<file path="src/rtl/phase_arbiter_pkg.sv">
// Shared constants for the dual-antenna phase arbiter: requester tags and tag width.
package phase_arbiter_pkg;

  localparam int unsigned TAG_W = 1;

  localparam logic [TAG_W-1:0] REQ_ANT1 = 1'b0;
  localparam logic [TAG_W-1:0] REQ_ANT2 = 1'b1;

  // Round-robin partner of a requester tag
  function automatic logic [TAG_W-1:0] other_req(input logic [TAG_W-1:0] tag);
    return (tag == REQ_ANT1) ? REQ_ANT2 : REQ_ANT1;
  endfunction

endpackage

</file>
<file path="src/rtl/phase_arb_fifo.sv">
// Generic synchronous first-word-fall-through FIFO with full/empty/count flags.
// A push into a full FIFO is accepted only when a pop happens in the same cycle.
module phase_arb_fifo #(
  parameter int unsigned WIDTH = 1,
  parameter int unsigned DEPTH = 2
) (
  input  logic                     i_clock,
  input  logic                     i_reset,
  input  logic                     i_push,
  input  logic                     i_pop,
  input  logic [WIDTH-1:0]         i_din,
  output logic [WIDTH-1:0]         o_dout_c,
  output logic                     o_full_c,
  output logic                     o_empty_c,
  output logic [$clog2(DEPTH):0]   o_count_c
);

  localparam int unsigned AW = $clog2(DEPTH);

  logic [AW:0]      r_wr_ptr;
  logic [AW:0]      r_rd_ptr;
  logic [WIDTH-1:0] r_mem [DEPTH];
  logic             w_do_push;
  logic             w_do_pop;

  always_comb begin
    o_count_c = r_wr_ptr - r_rd_ptr;
    o_empty_c = (o_count_c == '0);
    o_full_c  = (o_count_c == (AW+1)'(DEPTH));
    o_dout_c  = r_mem[r_rd_ptr[AW-1:0]];
    w_do_pop  = i_pop && !o_empty_c;
    w_do_push = i_push && (!o_full_c || w_do_pop);
  end

  always_ff @(posedge i_clock) begin
    if (!i_reset) begin
      r_wr_ptr <= '0;
      r_rd_ptr <= '0;
    end else begin
      if (w_do_push) r_wr_ptr <= r_wr_ptr + (AW+1)'(1);
      if (w_do_pop)  r_rd_ptr <= r_rd_ptr + (AW+1)'(1);
    end
  end

  // Storage carries no reset; validity is tracked by the pointers
  always_ff @(posedge i_clock) begin
    if (w_do_push) r_mem[r_wr_ptr[AW-1:0]] <= i_din;
  end

endmodule

</file>
<file path="src/rtl/phase_arbiter.sv">
// Shares one phase unit between two antenna synchronizers: queues, round-robin grants, tags, routes results.
// Optional PHASE_ARB_STATS_EN adds grant and stall counters.
module phase_arbiter #(
  parameter int unsigned DATA_WIDTH   = 32,
  parameter int unsigned QDEPTH       = 2,
  parameter int unsigned MAX_INFLIGHT = 8
) (
  input  logic                  clock,
  input  logic                  reset,
  input  logic                  enable,
  input  logic [DATA_WIDTH-1:0] req_i_1,
  input  logic [DATA_WIDTH-1:0] req_q_1,
  input  logic                  req_stb_1,
  input  logic [DATA_WIDTH-1:0] req_i_2,
  input  logic [DATA_WIDTH-1:0] req_q_2,
  input  logic                  req_stb_2,
  output logic [DATA_WIDTH-1:0] phase_in_i,
  output logic [DATA_WIDTH-1:0] phase_in_q,
  output logic                  phase_in_stb,
  input  logic [DATA_WIDTH-1:0] phase_out,
  input  logic                  phase_out_stb,
  output logic [DATA_WIDTH-1:0] rsp_phase_1,
  output logic [DATA_WIDTH-1:0] rsp_phase_2,
  output logic                  rsp_stb_1,
  output logic                  rsp_stb_2,
  output logic [1:0]            err_overflow,
  output logic                  err_orphan
`ifdef PHASE_ARB_STATS_EN
  ,
  output logic [15:0]           grant_cnt_1,
  output logic [15:0]           grant_cnt_2,
  output logic [15:0]           stall_cnt
`endif
);

  import phase_arbiter_pkg::*;

  localparam int unsigned PW  = 2 * DATA_WIDTH;
  localparam int unsigned QCW = $clog2(QDEPTH) + 1;
  localparam int unsigned TCW = $clog2(MAX_INFLIGHT) + 1;

  logic [PW-1:0]    w_q1_dout;
  logic [PW-1:0]    w_q2_dout;
  logic             w_q1_full, w_q1_empty;
  logic             w_q2_full, w_q2_empty;
  logic [QCW-1:0]   w_q1_cnt, w_q2_cnt;
  logic [TAG_W-1:0] w_tag_dout;
  logic             w_tag_full, w_tag_empty;
  logic [TCW-1:0]   w_tag_cnt;
  logic             w_unused_cnt;

  logic             w_elig1, w_elig2;
  logic             w_gnt1, w_gnt2, w_any_gnt;
  logic [TAG_W-1:0] w_gnt_tag;
  logic [PW-1:0]    w_issue_data;
  logic             w_rsp_pop, w_orphan;
  logic [1:0]       w_ovf;

  logic [TAG_W-1:0] r_rr_next;

  assign w_unused_cnt = ^{w_q1_cnt, w_q2_cnt, w_tag_cnt};

  // Request queues and the in-order tag FIFO
  phase_arb_fifo #(.WIDTH(PW), .DEPTH(QDEPTH)) u_q1 (
    .i_clock  (clock),
    .i_reset  (reset),
    .i_push   (req_stb_1),
    .i_pop    (w_gnt1),
    .i_din    ({req_i_1, req_q_1}),
    .o_dout_c (w_q1_dout),
    .o_full_c (w_q1_full),
    .o_empty_c(w_q1_empty),
    .o_count_c(w_q1_cnt)
  );

  phase_arb_fifo #(.WIDTH(PW), .DEPTH(QDEPTH)) u_q2 (
    .i_clock  (clock),
    .i_reset  (reset),
    .i_push   (req_stb_2),
    .i_pop    (w_gnt2),
    .i_din    ({req_i_2, req_q_2}),
    .o_dout_c (w_q2_dout),
    .o_full_c (w_q2_full),
    .o_empty_c(w_q2_empty),
    .o_count_c(w_q2_cnt)
  );

  phase_arb_fifo #(.WIDTH(TAG_W), .DEPTH(MAX_INFLIGHT)) u_tag (
    .i_clock  (clock),
    .i_reset  (reset),
    .i_push   (w_any_gnt),
    .i_pop    (w_rsp_pop),
    .i_din    (w_gnt_tag),
    .o_dout_c (w_tag_dout),
    .o_full_c (w_tag_full),
    .o_empty_c(w_tag_empty),
    .o_count_c(w_tag_cnt)
  );

  // Grant selection; a full tag FIFO means MAX_INFLIGHT operations are outstanding
  always_comb begin
    w_elig1      = enable && !w_q1_empty && !w_tag_full;
    w_elig2      = enable && !w_q2_empty && !w_tag_full;
    w_gnt1       = w_elig1 && (!w_elig2 || (r_rr_next == REQ_ANT1));
    w_gnt2       = w_elig2 && (!w_elig1 || (r_rr_next == REQ_ANT2));
    w_any_gnt    = w_gnt1 || w_gnt2;
    w_gnt_tag    = w_gnt2 ? REQ_ANT2 : REQ_ANT1;
    w_issue_data = w_gnt2 ? w_q2_dout : w_q1_dout;
    w_rsp_pop    = phase_out_stb && !w_tag_empty;
    w_orphan     = phase_out_stb && w_tag_empty;
    w_ovf[0]     = req_stb_1 && w_q1_full && !w_gnt1;
    w_ovf[1]     = req_stb_2 && w_q2_full && !w_gnt2;
  end

  always_ff @(posedge clock) begin
    if (!reset) begin
      phase_in_i   <= '0;
      phase_in_q   <= '0;
      phase_in_stb <= 1'b0;
      rsp_phase_1  <= '0;
      rsp_phase_2  <= '0;
      rsp_stb_1    <= 1'b0;
      rsp_stb_2    <= 1'b0;
      err_overflow <= 2'b00;
      err_orphan   <= 1'b0;
      r_rr_next    <= REQ_ANT1;
    end else begin
      phase_in_stb <= w_any_gnt;
      if (w_any_gnt) begin
        phase_in_i <= w_issue_data[PW-1:DATA_WIDTH];
        phase_in_q <= w_issue_data[DATA_WIDTH-1:0];
        r_rr_next  <= other_req(w_gnt_tag);
      end
      rsp_stb_1 <= w_rsp_pop && (w_tag_dout == REQ_ANT1);
      rsp_stb_2 <= w_rsp_pop && (w_tag_dout == REQ_ANT2);
      if (w_rsp_pop && (w_tag_dout == REQ_ANT1)) rsp_phase_1 <= phase_out;
      if (w_rsp_pop && (w_tag_dout == REQ_ANT2)) rsp_phase_2 <= phase_out;
      err_overflow <= err_overflow | w_ovf;
      err_orphan   <= err_orphan | w_orphan;
    end
  end

`ifdef PHASE_ARB_STATS_EN
  // Stall: work is queued but nothing was granted this cycle
  always_ff @(posedge clock) begin
    if (!reset) begin
      grant_cnt_1 <= 16'd0;
      grant_cnt_2 <= 16'd0;
      stall_cnt   <= 16'd0;
    end else begin
      if (w_gnt1) grant_cnt_1 <= grant_cnt_1 + 16'd1;
      if (w_gnt2) grant_cnt_2 <= grant_cnt_2 + 16'd1;
      if ((!w_q1_empty || !w_q2_empty) && !w_any_gnt) stall_cnt <= stall_cnt + 16'd1;
    end
  end
`endif

endmodule

</file>
<file path="config.mk">
export PLATFORM = sky130hd
export DESIGN_NAME = phase_arbiter
export DESIGN_NICKNAME = d
export VERILOG_FILES = /design/src/rtl/phase_arbiter_pkg.sv /design/src/rtl/phase_arb_fifo.sv /design/src/rtl/phase_arbiter.sv
export SDC_FILE = /design/constraint.sdc
export NUM_CORES = 1
export LEC_CHECK = 0
export CAP_MARGIN = 0
export CORE_MARGIN = 5
export CORE_UTILIZATION = 25
export DETAILED_ROUTE_END_ITERATION = 8
export PLACE_DENSITY = 0.51
export SLEW_MARGIN = 10
export SYNTH_ARGS = -nofsm -noshare
export SYNTH_HDL_FRONTEND = slang
export SYNTH_HIERARCHICAL = 1
export SYNTH_SLANG_ARGS = --single-unit
</file>
<file path="constraint.sdc">
create_clock -name clock -period 6.45 [get_ports clock]
set_clock_uncertainty 0.15 [all_clocks]
set_input_delay 0.645 -clock clock [delete_from_list [all_inputs] [get_ports clock]]
set_output_delay 0.645 -clock clock [all_outputs]
set_load 0.005 [all_outputs]
</file>
* Word-level counts from Yosys, hierarchy flattened
Memory sizes are Yosys's and may differ from the RTL's. A register that Yosys moved wholly into a read port is not among the register bits.
Cells that the tools add are included.
** Cells by class
- Add/sub/neg operators :: 9
- Equality and inequality tests :: 3
- Muxes and demuxes :: 15
- Bitwise logic cells :: 4
- Reduce and logical (&&, ||, !) cells :: 39
** Operators with widths (count)
- $mux 64 :: 1
- $logic_and 1x1->1 :: 20
- $mux 1 :: 12
- $logic_not 1->1 :: 10
- $add 2x1->2 const B :: 4
- $add 4x1->4 const B :: 2
- $logic_or 1x1->1 :: 6
- $mux 3 :: 2
- $eq 2x2->1 const B :: 2
- $eq 4x4->1 const B :: 1
- $logic_not 2->1 :: 2
- $logic_not 4->1 :: 1
- $sub 2x2->2 :: 2
- $sub 4x4->4 :: 1
- $not 1->1 :: 2
- $or 2x2->2 :: 1
- $or 1x1->1 :: 1
** Storage, ports and cells
- Flip-flop bits (word level) :: 151
- Memory bits (writable) :: 264
- Input port bits :: 166
- Word-level logic and storage cells :: 89
- Memories kept :: 3
** Memory list
- u_q1.r_mem :: words 2, width 64, read ports 1, clocked after memory_dff 1, write ports 1, line phase_arb_fifo.sv:22 : logic [WIDTH-1:0] r_mem [DEPTH];
- u_q2.r_mem :: words 2, width 64, read ports 1, clocked after memory_dff 1, write ports 1, line phase_arb_fifo.sv:22
- u_tag.r_mem :: words 8, width 1, read ports 1, clocked after memory_dff 1, write ports 1, line phase_arb_fifo.sv:22

* Logic depth before layout (Yosys ltp)
Gate-level depths: netlist of the first run.
- Depth in word-level cells :: 13
- Gate-level depth with buffers :: 16
- Mapped depth without buffers :: 13

* Modules after synthesis
Netlist of the first run, hierarchy kept.
** Modules (own cells, without submodules)
- phase_arb_fifo (u_q1 ...) :: instances 2, cells an instance 234, area each 4926.0 sq um, sequential area each 3943.8 sq um
- phase_arbiter :: instances 1, cells an instance 760, area each 6070.8 sq um, sequential area each 2702.6 sq um
- phase_arb_fifo (u_tag) :: instances 1, cells an instance 91, area each 1002.2 sq um, sequential area each 460.4 sq um

* Worst setup path before layout of the first run
Ideal clock, no wire load.
- Path kind :: reg-to-reg
- Start point :: register u_tag.r_wr_ptr[0]
- End point :: memory u_q2/r_mem[0][0] in the netlist's numbering (enable)
- Setup time :: 0.430 ns
- Data arrival time :: 4.215 ns
- Path slack :: 1.655 ns
- Cell stages (with the launch flop) :: 15
- Path buffers :: 3
- Period minus slack after synthesis :: 4.795 ns
- Path through :: dfxtp_1 inv_1 ha_1 inv_1 fa_1 xor2_1 or3_4 nor2_1 nand2b_4 buf_6 or3_1 buf_6 buf_6 inv_1 o311a_1
** On the way
- Cells in the longest elaborated chain, start to end :: 12
- Elaborated cells between the ends (all ways) :: 13
- Classes of those cells :: 1 x add/sub; 1 x eq/ne; 2 x mux; 9 x reduce/logical
** Ends and longest elaborated chain
- from (decl) :: line phase_arb_fifo.sv:20 : logic [AW:0] r_wr_ptr;
- from (signal assigned) :: line phase_arb_fifo.sv:40 : if (w_do_push) r_wr_ptr <= r_wr_ptr + (AW+1)'(1);
- $sub 4x4->4 * :: line phase_arb_fifo.sv:27 : o_count_c = r_wr_ptr - r_rd_ptr;
- named net w_tag_cnt[2] :: line phase_arbiter.sv:49 : logic [TCW-1:0] w_tag_cnt;
- $eq 4x4->1 * :: line phase_arb_fifo.sv:29 : o_full_c = (o_count_c == (AW+1)'(DEPTH));
- named net w_tag_full :: line phase_arbiter.sv:48 : logic w_tag_full, w_tag_empty;
- $logic_not 1->1 * :: line phase_arbiter.sv:102, phase_arbiter.sv:103
- $logic_and 1x1->1 :: line phase_arbiter.sv:102 : w_elig1 = enable && !w_q1_empty && !w_tag_full;
- $logic_not 1->1 :: line phase_arbiter.sv:105 : w_gnt2 = w_elig2 && (!w_elig1 || (r_rr_next == REQ_ANT2));
- $logic_or 1x1->1 :: line phase_arbiter.sv:105
- $logic_and 1x1->1 * :: line phase_arbiter.sv:105
- named net w_gnt2 :: line phase_arbiter.sv:53 : logic w_gnt1, w_gnt2, w_any_gnt;
- $logic_and 1x1->1 * :: line phase_arb_fifo.sv:31 : w_do_pop = i_pop && !o_empty_c;
- $logic_or 1x1->1 * :: line phase_arb_fifo.sv:32 : w_do_push = i_push && (!o_full_c || w_do_pop);
- $logic_and 1x1->1 * :: line phase_arb_fifo.sv:32
- $mux 1 * :: line phase_arb_fifo.sv:47 : if (w_do_push) r_mem[r_wr_ptr[AW-1:0]] <= i_din;
- $mux 1 (not written as such) * :: line phase_arb_fifo.sv:47
- to (decl) :: line phase_arb_fifo.sv:22
The timed path passes the listed nets; every way through them passes the cells marked *.

* Worst setup path in the final report of the first run
- Start point :: register u_tag.r_wr_ptr[0]
- End point :: memory u_q2/r_mem[1][24] in the netlist's numbering (enable)
The elaborated chain is that of the path after synthesis.

==> results of run 1 <==
## final cells by class
class | instances | area share
Sequential cell | 420 | 0.496
Clock inverter | 28 | 0.0135
Antenna cell | 6 | 0.000673
Tap cell | 873 | 0.0490
Inverter | 17 | 0.00286
Multi-Input combinational cell | 776 | 0.241
Clock buffer | 63 | 0.0605
Timing Repair Buffer | 305 | 0.136
## sequential cells by signal (all words and copies together) (netlist names), named ones only
| register | flops |
|---|---|
| err_orphan | 1 |
| u_q1/r_wr_ptr | 2 |
| rsp_phase_2 | 32 |
| u_q2/r_mem | 128 |
| u_tag/r_wr_ptr | 4 |
| u_tag/r_rd_ptr | 4 |
| phase_in_q | 32 |
| u_q1/r_mem | 128 |
| phase_in_i | 32 |
| u_q2/r_wr_ptr | 2 |
| err_overflow | 2 |
| rsp_stb_2 | 1 |
| phase_in_stb | 1 |
| rsp_phase_1 | 32 |
| r_rr_next | 1 |
| u_tag/r_mem | 8 |
| u_q2/r_rd_ptr | 2 |
| rsp_stb_1 | 1 |
| u_q1/r_rd_ptr | 2 |
## per-layer routing
layer / GRT usage / part of all wire / up-vias
met1: 0.162 / 0.43 / 5493
met3: 0.0447 / 0.080 / 82
met5: 0 / 0.0017 / -
li1: - / - / 5399
met4: 0.0328 / 0.021 / 14
met2: 0.212 / 0.46 / 289
## worst max-delay path by stage
| stage | end | startpoint |
|---|---|---|
| after global placement | u_q2/r_mem[1][12] | u_tag/r_wr_ptr[0] |
| after global routing | u_q2/r_mem[1][63] | u_tag/r_wr_ptr[0] |
| after floorplan | u_q2/r_mem[0][0] | u_tag/r_wr_ptr[0] |
| after detailed placement | u_q2/r_mem[1][12] | u_tag/r_wr_ptr[0] |
| after CTS | u_q2/r_mem[1][19] | u_tag/r_wr_ptr[0] |
| final | u_q2/r_mem[1][24] | u_tag/r_wr_ptr[0] |
## worst max-delay path: stages (launching register included)
cell	delay, ns
dfxtp_1	0.36
inv_1	0.17
ha_1	0.21
inv_1	0.08
fa_1	0.44
xor2_1	0.15
or3_4	0.37
nor2_1	0.12
nand2b_4	0.46
or3_4	0.81
inv_1	0.44
o311a_4	0.78
## per-stage QoR
step | cell area (µm²) | utilization | hold slack [ns]
after detailed placement | 20600 | 0.307 | 0.311
after CTS | 22300 | 0.332 | 0.319
after global placement | 20600 | 0.307 | 0.303
after floorplan | 16900 | - | 0.302
final | 22300 | 0.332 | 0.316
after global routing | 22300 | 0.332 | 0.339
## where the power goes
part	switching (µW)	internal (µW)
sequential	334	3430
combinational	1450	1160
clock	1150	1650
total	2930	6240
==> flow_summary.json, run 1 <==
{
  "outcome": "finished clean",
  "cts_buffers": 49,
  "netlist_area_um2": 16900,
  "min_to": "rsp_phase_2[12]",
  "period_share": 0.791,
  "rows": 95,
  "vias_per_cell": 4.53,
  "syn_nets": 1491,
  "grt_pass1_vias": 11600,
  "drt_iter0_markers": 547,
  "dp_hpwl_mm": 29.9,
  "crit_fanout": 65,
  "worstHoldStart": "rsp_phase_2[12]",
  "cts_resized": 0,
  "worst-r2r-cell-count": 11,
  "h-tree-depth": 2,
  "synthToLayoutAreaGrowth_pct": 31.9,
  "portBuffers": 299,
  "grt_overflow": 0,
  "final_cell_mix": "298 x clkdlybuf4s50_1, 268 x nand2_1, 264 x edfxtp_1",
  "fin_cells": 2488,
  "cts_root_buf": "clkbuf_16",
  "cts_buffer_depth": 3,
  "fp.coreArea_um2": 67200,
  "seq_area_um2": 11100,
  "fin_ws_ns": 1.35,
  "wl_per_cell_um": 19.5,
  "clock-sinks": 420,
  "fp.dieH_um": 270,
  "leakage_uw": 0.00744,
  "avgSynthCellArea_um2": 12.8,
  "min_path_cells": 2,
  "remaining_drc_errors": 0,
  "dr_total_vias": 11300,
  "die_w_um": 270,
  "io_pins": 300,
  "start_util": 0.252,
  "routed_wl_mm": 48.6,
  "start_kind": "flip-flop",
  "layout_commonest_cell": "clkdlybuf4s50_1",
  "drt-pass1-iter-count": 5,
  "rsz0062_at_grt": "no",
  "gp_congestion": 0.741,
  "rr_endpoint": "u_q2/r_mem[1][24]",
  "final_antenna_net_count": 0,
  "cp.required_ns": 6.46,
  "final.setup.tns_ns": 0,
  "drv_cap": 0,
  "report.final.slew_viol_count": 0,
  "r2r_start": "u_tag/r_wr_ptr[0]",
  "die_area_um2": 72900,
  "yosys_warnings": 6,
  "hp-class": "flip-flop to flip-flop",
  "fill_cells": 6628,
  "powerDensity_nw_per_um2": 412,
  "placed_cells_incl_taps": 2391,
  "fin_crit_ns": 5.10,
  "pre_cts_ws_ns": 1.36,
  "drive_gt1_frac": 0.150,
  "grt_pass1_wl_mm": 73.1,
  "finalPower_uw": 9180,
  "setup_viol": 0,
  "grt_max_degree": 119,
  "timing.fmax_mhz": 196,
  "worst_ir_drop_vdd_uv": 243,
  "antenna_found_initial": 15,
  "syn_inst": 1317,
  "setup.worst_path.end_class": "flip-flop",
  "clk_latency_ns": 0.60,
  "arrival_ns": 5.11,
  "cts_tree": "done",
  "relSlewSlack": 0.261,
  "multi_input_area_um2": 5380,
  "cts_setup_buffers": 0,
  "crit_type": "flip-flop to flip-flop",
  "cts_hold_buf": 0,
  "nNetsFinal": 1743,
  "r2r_slack_ns": 1.35,
  "path_clk_slew_ns": 0.06,
  "tightest_slew_ns": 1.11,
  "track_usage": 0.128,
  "final_hold_viol_count": 0
}
Note: power is estimated with default switching activity, not from simulation.
==> run 2: changes to the inputs <==
clock period = 5.2 ns   (was 6.45 ns; I/O delays follow)
==> flow_summary.json, run 2 (synthesized netlist as in run 1, its figures left out) <==
{
  "hp-class": "flip-flop to flip-flop",
  "dp_hpwl_mm": 30.8,
  "fin_ws_ns": 0.867,
  "die_area_um2": 72900,
  "power_frac_comb": 0.286,
  "cts_root_buf": "clkbuf_16",
  "crit_chain": "inv_1 > ha_1 > inv_1 > fa_1 > xor2_1 > or3_4 > nor2_1 > nand2b_4 > buf_4 > o21a_4 > a221o_1",
  "cpPeakStageDelay_ns": 0.89,
  "cp.required_ns": 5.56,
  "rsz0062_at_grt": "no",
  "final_antenna_net_count": 0,
  "outcome": "finished clean",
  "grt_pass1_wl_mm": 74.0,
  "fin_cells": 2497,
  "dr_total_vias": 11400,
  "finalPower_uw": 11500,
  "cts_tree": "done",
  "worst_ir_drop_vdd_uv": 303,
  "cts_setup_buffers": 0,
  "drt-pass1-iter-count": 4,
  "path_clk_slew_ns": 0.06,
  "pre_cts_ws_ns": 0.908,
  "grt_max_degree": 93,
  "placed_cells_incl_taps": 2401,
  "final_cell_mix": "298 x clkdlybuf4s50_1, 268 x nand2_1, 264 x edfxtp_1",
  "p_int_uw": 7850,
  "report.final.slew_viol_count": 0,
  "clk_latency_ns": 0.57,
  "final_util": 0.333,
  "clockPowerShare": 0.308,
  "arrival_ns": 4.69,
  "gp_congestion": 0.747,
  "drv_cap": 0,
  "portBuffers": 299,
  "fp.coreArea_um2": 67200,
  "start_kind": "flip-flop",
  "powerDensity_nw_per_um2": 513,
  "routed_wl_mm": 48.9,
  "final.setup.tns_ns": 0,
  "io_pins": 300,
  "critical-path-top-delay-family": "compound AO/OA/AOI/OAI gates",
  "relSlewSlack": 0.298,
  "switching_power_uw": 3630,
  "crit_type": "flip-flop to flip-flop",
  "drt_iter0_markers": 674,
  "setup_viol": 0,
  "swShare": 0.316,
  "synthToLayoutAreaGrowth_pct": 32.4,
  "timing.fmax_mhz": 231,
  "track_usage": 0.130,
  "period_share": 0.833,
  "path_buf_inv": 3,
  "die_w_um": 270,
  "fill_cells": 6591,
  "wl_per_cell_um": 19.6,
  "fp.dieH_um": 270,
  "vias_per_cell": 4.55,
  "antenna_found_initial": 8,
  "drive_gt1_frac": 0.153,
  "rows": 95,
  "cts_buffer_depth": 3,
  "setup.worst_path.end_class": "flip-flop",
  "seq_power_share": 0.406,
  "cts_hold_buf": 0,
  "grt_pass1_vias": 11900,
  "crit_fanout": 91,
  "start_util": 0.252,
  "cts_buffers": 50,
  "final_hold_viol_count": 0,
  "leakage_uw": 0.00749,
  "remaining_drc_errors": 0,
  "cpMostUsedCell": "inv_1",
  "layout_commonest_cell": "clkdlybuf4s50_1",
  "fin_crit_ns": 4.33,
  "grt_overflow": 0,
  "tightest_slew_ns": 1.05,
  "cts_resized": 0,
  "clock-sinks": 420,
  "nNetsFinal": 1754,
  "h-tree-depth": 2,
  "cp_slowest_cell": "o21a_4"
}
==> run 2: cell count changes in the layout (fill, tap and decap cells not counted), moves of 2 or more <==
cell / previous run / this run
clkinv_1: 5 / 3
inv_8: 2 / 0
buf_4: 6 / 16
clkbuf_16: 49 / 53
clkinv_4: 0 / 2
inv_4: 2 / 0
clkbuf_1: 7 / 14
diode_2: 6 / 3
==> run 2: path summary, 6_finish.rpt <==
kind,from,end,cells after the start,slack (ns)
worst max-delay path,u_tag/r_wr_ptr[0],phase_in_i[9],11,0.87
worst min-delay path,rsp_phase_1[1],rsp_phase_1[1],2,0.31
worst max register to register,u_tag/r_wr_ptr[0],phase_in_i[9],11,0.87
worst min register to register,rsp_phase_1[1],rsp_phase_1[1],2,0.31
==> run 2: layer usage <==
layer  track usage  share of wire  vias to the layer above
met5             0         0.0015                        -
met4        0.0306          0.017                       10
met3        0.0436          0.075                       72
met2         0.214           0.47                      314
met1         0.165           0.44                     5534
li1              -              -                     5426
==> run 2: power by group through the flow <==
| stage | Sequential [µW] | Clock, µW | Combinational, µW |
|---|---|---|---|
| floorplan | 4580 | 0 | 1870 |
| global placement | 4730 | 0 | 3320 |
| detailed placement | 4740 | 0 | 3350 |
| CTS | 4680 | 3660 | 3370 |
| global route | 4740 | 3800 | 3600 |
| finish | 4660 | 3530 | 3280 |
==> run 2: worst register-to-register path, cell delays in order (launching register included) <==
cell and delay, ns:
dfxtp_1 0.37, inv_1 0.17, ha_1 0.20, inv_1 0.07
fa_1 0.45, xor2_1 0.17, or3_4 0.38, nor2_1 0.12
nand2b_4 0.15, buf_4 0.76, o21a_4 0.97, a221o_1 0.31
==> run 2: area by class of cell <==
class,count,area (µm²),area share
clock buffer,73,1460,0.0653
inverter,17,63.8,0.00285
sequential,420,11100,0.494
multi-input combinational,776,5380,0.240
clock inverter,20,213,0.00950
timing repair buffer,315,3110,0.139
tap,873,1090,0.0488
antenna,3,7.51,0.000335
==> run 2: through the flow <==
step / hold slack, ns / area [µm²]
floorplan: 0.302 / 16900
detailed placement: 0.308 / 20700
global route: 0.329 / 22400
CTS: 0.316 / 22400
finish: 0.311 / 22400
global placement: 0.301 / 20700
